==> src/rtl/packet_loader_pkg.sv <==
// Shared types and constants for the packet loader slice.
// Optional build macro: PKT_CSUM_CLEAR_EN (zero IPv4 checksum bytes).
package packet_loader_pkg;

  localparam int ADDR_W = 32;
  localparam int DATA_W = 32;
  localparam int LEN_W  = 16;

  typedef logic [ADDR_W-1:0] addr_t;
  typedef logic [DATA_W-1:0] data_t;
  typedef logic [LEN_W-1:0]  pkt_len_t;

  localparam pkt_len_t CSUM_BYTE_OFS = 16'd24;

  typedef enum logic [1:0] {
    LDR_IDLE  = 2'd0,
    LDR_RECV  = 2'd1,
    LDR_START = 2'd2,
    LDR_WAIT  = 2'd3
  } ldr_state_t;

  function automatic logic is_csum_byte(pkt_len_t idx);
    return (idx == CSUM_BYTE_OFS) ||
           (idx == CSUM_BYTE_OFS + 16'd1);
  endfunction

endpackage

==> src/rtl/packet_loader_if.sv <==
// Byte ingress stream plus SRAM write port of the packet loader.
// master = loader side, slave = MAC/SRAM side.
interface packet_loader_if;
  import packet_loader_pkg::*;

  logic       rx_valid_i;
  logic [7:0] rx_data_i;
  logic       rx_last_i;
  logic       rx_ready_o;

  logic       sram_ce_o;
  logic       sram_we_o;
  addr_t      sram_addr_o;
  logic [3:0] sram_sel_o;
  data_t      sram_data_o;

  modport master (
    input  rx_valid_i,
    input  rx_data_i,
    input  rx_last_i,
    output rx_ready_o,
    output sram_ce_o,
    output sram_we_o,
    output sram_addr_o,
    output sram_sel_o,
    output sram_data_o
  );

  modport slave (
    output rx_valid_i,
    output rx_data_i,
    output rx_last_i,
    input  rx_ready_o,
    input  sram_ce_o,
    input  sram_we_o,
    input  sram_addr_o,
    input  sram_sel_o,
    input  sram_data_o
  );

endinterface

==> src/rtl/packet_loader_word_packer.sv <==
// Big-endian byte-to-word assembly with lane mask and flush on last.
// Emits one registered write per full word or final partial word.
module packet_loader_word_packer
  import packet_loader_pkg::*;
(
  input  logic       clk,
  input  logic       rst,
  input  logic       clr,
  input  logic       push,
  input  logic       flush,
  input  logic [7:0] din,
  output logic       emit,
  output logic       wr_en,
  output logic [3:0] wr_sel,
  output data_t      wr_data
);

  logic [1:0] lane;
  data_t      acc_q;
  data_t      acc_d;
  logic [3:0] fill_q;
  logic [3:0] fill_d;

  // ~lane selects byte lane 3-lane, so byte 0 lands in data[31:24]
  always_comb begin
    acc_d  = acc_q;
    fill_d = fill_q;
    if (push) begin
      acc_d[{~lane, 3'b000} +: 8] = din;
      fill_d[~lane]               = 1'b1;
    end
    emit = (push && lane == 2'd3) ||
           (flush && fill_d != 4'd0);
  end

  always_ff @(posedge clk) begin
    if (rst) begin
      lane    <= 2'd0;
      acc_q   <= '0;
      fill_q  <= 4'd0;
      wr_en   <= 1'b0;
      wr_sel  <= 4'd0;
      wr_data <= '0;
    end else begin
      wr_en   <= emit;
      wr_sel  <= emit ? fill_d : 4'd0;
      wr_data <= emit ? acc_d : '0;
      if (clr || emit) begin
        lane   <= 2'd0;
        acc_q  <= '0;
        fill_q <= 4'd0;
      end else if (push) begin
        lane   <= lane + 2'd1;
        acc_q  <= acc_d;
        fill_q <= fill_d;
      end
    end
  end

endmodule

==> src/rtl/packet_loader.sv <==
// Packs an ingress byte stream into the executor SRAM buffer, then starts it.
// Build macro PKT_CSUM_CLEAR_EN: store packet bytes 24..25 as zero.
module packet_loader
  import packet_loader_pkg::*;
#(
  parameter addr_t    BASE_ADDR = 32'd64,
  parameter pkt_len_t MAX_BYTES = 16'd1536
) (
  input  logic     clk,
  input  logic     rst,
  packet_loader_if.master bus,
  output logic     start_o,
  output addr_t    start_addr_o,
  output pkt_len_t pkt_len_o,
  output logic     trunc_o,
  input  logic     exec_done_i
);

  ldr_state_t state;
  pkt_len_t   byte_cnt;
  addr_t      word_addr;
  addr_t      wr_addr;
  logic       rx_ready;

  logic       acc;
  logic       keep;
  logic       push;
  logic       flush;
  logic       clr;
  logic [7:0] din;
  logic       emit;
  logic       wr_en;
  logic [3:0] wr_sel;
  data_t      wr_data;

  assign acc   = bus.rx_valid_i & rx_ready;
  assign keep  = byte_cnt < MAX_BYTES;
  assign push  = acc & keep;
  assign flush = acc & bus.rx_last_i;
  assign clr   = (state == LDR_IDLE);

`ifdef PKT_CSUM_CLEAR_EN
  // executor recomputes the IPv4 header checksum
  assign din = is_csum_byte(byte_cnt) ? 8'h00 : bus.rx_data_i;
`else
  assign din = bus.rx_data_i;
`endif

  packet_loader_word_packer u_packer (
    .clk     (clk),
    .rst     (rst),
    .clr     (clr),
    .push    (push),
    .flush   (flush),
    .din     (din),
    .emit    (emit),
    .wr_en   (wr_en),
    .wr_sel  (wr_sel),
    .wr_data (wr_data)
  );

  assign bus.rx_ready_o  = rx_ready;
  assign bus.sram_ce_o   = wr_en;
  assign bus.sram_we_o   = wr_en;
  assign bus.sram_addr_o = wr_addr;
  assign bus.sram_sel_o  = wr_sel;
  assign bus.sram_data_o = wr_data;

  always_ff @(posedge clk) begin
    if (rst) begin
      state        <= LDR_IDLE;
      rx_ready     <= 1'b0;
      byte_cnt     <= '0;
      word_addr    <= '0;
      wr_addr      <= '0;
      start_o      <= 1'b0;
      start_addr_o <= '0;
      pkt_len_o    <= '0;
      trunc_o      <= 1'b0;
    end else begin
      start_o <= 1'b0;
      wr_addr <= emit ? word_addr : '0;
      if (emit) begin
        word_addr <= word_addr + 32'd4;
      end
      unique case (state)
        LDR_IDLE: begin
          state     <= LDR_RECV;
          rx_ready  <= 1'b1;
          byte_cnt  <= '0;
          word_addr <= BASE_ADDR;
          trunc_o   <= 1'b0;
          pkt_len_o <= '0;
        end
        LDR_RECV: begin
          if (acc) begin
            if (keep) begin
              byte_cnt <= byte_cnt + 16'd1;
            end else begin
              trunc_o <= 1'b1;
            end
            if (bus.rx_last_i) begin
              state    <= LDR_START;
              rx_ready <= 1'b0;
            end
          end
        end
        LDR_START: begin
          state        <= LDR_WAIT;
          start_o      <= 1'b1;
          start_addr_o <= BASE_ADDR;
          pkt_len_o    <= byte_cnt;
        end
        LDR_WAIT: begin
          if (exec_done_i) begin
            state <= LDR_IDLE;
          end
        end
        default: state <= LDR_IDLE;
      endcase
    end
  end

endmodule

==> src/flat_wrapper.sv <==
// flat-port wrapper written by rule: the top's interface ports become plain ports
module packet_loader_flat import packet_loader_pkg::*;
#(
  parameter addr_t    BASE_ADDR = 32'd64,
  parameter pkt_len_t MAX_BYTES = 16'd1536
)
  (clk, rst, start_o, start_addr_o, pkt_len_o, trunc_o, exec_done_i, bus_rx_valid_i, bus_rx_data_i, bus_rx_last_i, bus_rx_ready_o, bus_sram_ce_o, bus_sram_we_o, bus_sram_addr_o, bus_sram_sel_o, bus_sram_data_o);
  packet_loader_if bus_i ();
  input  logic clk;
  input  logic rst;
  output logic start_o;
  output addr_t start_addr_o;
  output pkt_len_t pkt_len_o;
  output logic trunc_o;
  input  logic exec_done_i;
  input wire logic [$bits(bus_i.rx_valid_i)-1:0] bus_rx_valid_i;
  input wire logic [$bits(bus_i.rx_data_i)-1:0] bus_rx_data_i;
  input wire logic [$bits(bus_i.rx_last_i)-1:0] bus_rx_last_i;
  output wire logic [$bits(bus_i.rx_ready_o)-1:0] bus_rx_ready_o;
  output wire logic [$bits(bus_i.sram_ce_o)-1:0] bus_sram_ce_o;
  output wire logic [$bits(bus_i.sram_we_o)-1:0] bus_sram_we_o;
  output wire logic [$bits(bus_i.sram_addr_o)-1:0] bus_sram_addr_o;
  output wire logic [$bits(bus_i.sram_sel_o)-1:0] bus_sram_sel_o;
  output wire logic [$bits(bus_i.sram_data_o)-1:0] bus_sram_data_o;
  assign bus_i.rx_valid_i = bus_rx_valid_i;
  assign bus_i.rx_data_i = bus_rx_data_i;
  assign bus_i.rx_last_i = bus_rx_last_i;
  assign bus_rx_ready_o = bus_i.rx_ready_o;
  assign bus_sram_ce_o = bus_i.sram_ce_o;
  assign bus_sram_we_o = bus_i.sram_we_o;
  assign bus_sram_addr_o = bus_i.sram_addr_o;
  assign bus_sram_sel_o = bus_i.sram_sel_o;
  assign bus_sram_data_o = bus_i.sram_data_o;
  packet_loader #(.BASE_ADDR(BASE_ADDR), .MAX_BYTES(MAX_BYTES)) u_core (.clk(clk), .rst(rst), .bus(bus_i), .start_o(start_o), .start_addr_o(start_addr_o), .pkt_len_o(pkt_len_o), .trunc_o(trunc_o), .exec_done_i(exec_done_i));
endmodule
==> config.mk <==
export PLATFORM = sky130hd
export DESIGN_NAME = packet_loader_flat
export DESIGN_NICKNAME = d
export VERILOG_FILES = /design/src/rtl/packet_loader_pkg.sv /design/src/rtl/packet_loader_if.sv /design/src/rtl/packet_loader_word_packer.sv /design/src/rtl/packet_loader.sv /design/src/flat_wrapper.sv
export SDC_FILE = /design/constraint.sdc
export NUM_CORES = 1
export LEC_CHECK = 0
export CORE_MARGIN = 8
export CORE_UTILIZATION = 40
export CTS_BUF_LIST = sky130_fd_sc_hd__clkbuf_8
export DETAILED_ROUTE_END_ITERATION = 16
export PLACE_DENSITY = 0.68
export RECOVER_POWER = 100
export SYNTH_ARGS = -nofsm -noshare
export SYNTH_HDL_FRONTEND = slang
export SYNTH_SLANG_ARGS = --single-unit
==> constraint.sdc <==
create_clock -name clk -period 2.4 [get_ports clk]
set_input_delay 0.48 -clock clk [delete_from_list [all_inputs] [get_ports clk]]
set_output_delay 0.48 -clock clk [all_outputs]
set_load 0.03 [all_outputs]
==> results.json <==
{
  "status": "complete, no violations",
  "numClockSinks": 173,
  "grt_pass1_vias": 4905,
  "fin_crit_sh_pct": 97.1,
  "reg2reg_from": "u_core.byte_cnt[11]",
  "synth_edf_count": 0,
  "synth_cells": 681,
  "critPathKind": "reg -> reg",
  "min_path_type": "reg -> reg",
  "cts_hold_buffers": 0,
  "rsz0062_at_grt": "no",
  "arrival_ps": 2710,
  "p_comb_share_pct": 15.8,
  "finalClockSkew_ps": 17.2,
  "cp_top_family": "simple AND/OR/NAND/NOR gates",
  "drive_above_1_share_pct": 9.23,
  "core-area_um2": 15800,
  "synth_adder_area_share_pct": 2.73,
  "sw_frac_of_total_pct": 29.1,
  "hold_viol": 0,
  "drtIter0Drc": 214,
  "routabilityCongestion": 0.807,
  "synth_common_cells": "173 x dfxtp_1, 110 x nor2_1, 55 x a21oi_1, 35 x buf_4, 33 x and2_1",
  "yosysMostFrequentCell": "dfxtp_1",
  "critical_path_required_ps": 2780,
  "crit_path_max_fanout": 5,
  "wire_per_inst_um": 14.0,
  "io_buffers": 100,
  "rows": 46,
  "die_w_um": 143,
  "firstDrtPassIters": 4,
  "min_period_ps": 2330,
  "grt_start_max_net_pins": 42,
  "path_cells": "or4_4, nor4_1, buf_4, buf_4, o31ai_1, or4_1, a21oi_1",
  "synthFlopType": "dfxtp_1",
  "synth_compound_area_share_pct": 14.5,
  "p_seq_share_pct": 50.0,
  "yosys.area_share.simple_pct": 20.4,
  "path_clk_slew_ps": 90,
  "root_buffer": "clkbuf_8",
  "finalSetupViolCount": 0,
  "area_growth_pct": 26.9,
  "path_depth": 7,
  "switchingPower_uw": 1730,
  "drtAntennaViolNets": 0,
  "cp_slowest_stage_delay_ps": 570,
  "antennaDiodeCount": 0,
  "yosysTopAreaCellShare_pct": 53.9,
  "numCtsBuffers": 17,
  "final_nets": 837,
  "vias": 4980,
  "dpl_cell_area_um2": 7750,
  "routed_wirelength_um": 14500,
  "die_area_um2": 20400,
  "via_per_inst": 4.79,
  "p_leak_uw": 0.00299,
  "power.density_nw_per_um2": 729,
  "fp.dieH_um": 143,
  "worst-r2r-setup-slack_ps": 70,
  "dp_hpwl_um": 10200,
  "fin_area_um2": 8150,
  "syn_avg_cell_area_um2": 9.43,
  "ys_ff_latch": 173,
  "yosysUniqueCellTypes": 45,
  "power_frac_clock_pct": 34.2,
  "htreeDepth": 4,
  "ir_drop_mv": 0.323,
  "end_kind": "register",
  "yosys-top-cells-area": "dfxtp_1 54%, nor2_1 6.4%, a21oi_1 4.3%, buf_4 4.1%, and2_1 3.2%",
  "synth_mux_area_share_pct": 0.156,
  "intPower_uw": 4220,
  "crit_top_cell": "buf_4",
  "clk_latency_ps": 460,
  "cts_tree": "built",
  "ys_seq_area_share_pct": 53.9,
  "synth_top_cell_by_area": "dfxtp_1",
  "r2r_end": "u_core.word_addr[19]",
  "post-route-util_pct": 51.7,
  "drcViolationCount": 0,
  "tightest_slew_ps": 1120,
  "worstSetupStartpoint": "u_core.byte_cnt[11]",
  "yosys_warnings": 0,
  "initial_core_util_pct": 40.7,
  "groute.usage.overall_pct": 14.6,
  "crit_path_top_delay_cell": "or4_4",
  "dp.cells": 1004,
  "synth-xor-area-share_pct": 1.50,
  "layoutNonFillerInstCount": 1039,
  "path_buf_inv": 2,
  "worst-r2r-cell-count": 7,
  "cp-endpoint": "u_core.word_addr[19]",
  "synth_top_family_by_area": "simple AND/OR/NAND/NOR gates",
  "cts.path.max_buffers": 2,
  "synthArstFlopShare_pct": 0,
  "final_max_slew_viol_count": 0,
  "syn_area_um2": 6420,
  "maxCapViolations": 0,
  "overflow": 0,
  "fmax_ghz": 0.429,
  "grt_pass1_wl_um": 24000,
  "grt_antenna_before_repair": 0,
  "slew_headroom_pct": 25.2,
  "worst_setup_path_start_kind": "register",
  "io_pins": 134
}
[what timing repair did]
| item | in CTS | in global routing |
|---|---|---|
| buffers inserted | 2 | 1 |
| resized for setup | 1 | 7 |
| endpoints found under the setup margin | 19 | 50 |
| pin swaps | 1 | 2 |
[kinds of logic (layout without fill, tap and decap cells)]
| logic type | Yosys count | after routing |
|---|---|---|
| adder cells (fa/ha/maj) | 14 | 14 |
| XOR/XNOR | 11 | 11 |
| flip-flops | 173 | 173 |
| other | 1 | 33 |
| AO/OA/AOI/OAI | 144 | 144 |
| buffers and inverters | 78 | 188 |
| AND/OR/NAND/NOR | 259 | 259 |
| multiplexers | 1 | 1 |
[metrics by stage]
step	setup WS [ps]	hold slack [ps]	total power [µW]	setup TNS, ps
after global placement	-231	448	3990	-6360
after CTS	-109	474	6030	-594
after detailed placement	-288	451	4000	-10640
after global routing	8.52	504	6250	0
final	69.3	470	5950	0
after floorplan	64.2	444	3700	0
[worst min-delay path by stage]
stage	slack, ps	start	cells past startpoint	end
2_1_floorplan	440	u_core.byte_cnt[14]	1	u_core.byte_cnt[14]
3_3_place_gp	450	u_core.trunc_o	2	u_core.trunc_o
3_5_place_dp	450	u_core.trunc_o	2	u_core.trunc_o
4_1_cts	470	u_core.trunc_o	2	u_core.trunc_o
5_1_grt	500	u_core.pkt_len_o[5]	1	u_core.pkt_len_o[5]
6_report	470	u_core.trunc_o	2	u_core.trunc_o
[flip-flops by register name (all words and copies together) (netlist names)]
register	count
u_core.bus.rx_ready_o	1
u_core.u_packer.wr_data	32
u_core.word_addr	30
u_core.bus.sram_addr_o	30
u_core.start_o	1
u_core.u_packer.lane	2
u_core.u_packer.wr_en	1
u_core.byte_cnt	16
u_core.trunc_o	1
u_core.u_packer.wr_sel	4
u_core.state	2
u_core.start_addr_o	1
u_core.u_packer.acc_q	32
u_core.pkt_len_o	16
u_core.u_packer.fill_q	4
[final cells by class]
type                            count  area, µm²
Clock buffer                       19        262
Clock inverter                     13        139
Fill cell                        1523       7620
Inverter                           16       62.6
Multi-Input combinational cell    462       2660
Sequential cell                   173       3460
Tap cell                          216        270
Timing Repair Buffer              140       1300
[tightest hold or removal path, cell delays in order, from the launching register on]
cell and delay, ps:
dfxtp_1 320, nand2_1 50, a21oi_1 50
[layer usage]
metal	up-vias	wire length, µm	track usage, %
met3	12	978	5.18
met5	-	0	0
met4	0	182	4.70
met1	2294	6570	18.0
li1	2557	-	-
met2	117	6780	23.4
[power groups by stage]
stage	clock, µW	sequential [µW]	combinational [µW]
after floorplan	0	3070	632
after global placement	0	3040	956
after detailed placement	0	3040	958
after CTS	2090	2970	966
after global routing	2220	2980	1050
final	2040	2970	937
[placed cells by master, fill, tap and decap left out, types with 11 or more instances in the layout]
master	n
conb_1	33
o31ai_1	13
o21ai_0	17
and2_1	23
clkdlybuf4s50_1	100
nor2_1	109
a21oi_1	54
nand2_1	23
a22o_1	16
nand3_1	12
ha_1	14
clkbuf_8	19
buf_4	31
inv_1	17
nand4_1	12
or4_1	11
dfxtp_1	173
a21boi_0	16
and3_1	21
a31oi_1	17
or3_1	16
Note: power is estimated with default switching activity, not from simulation.
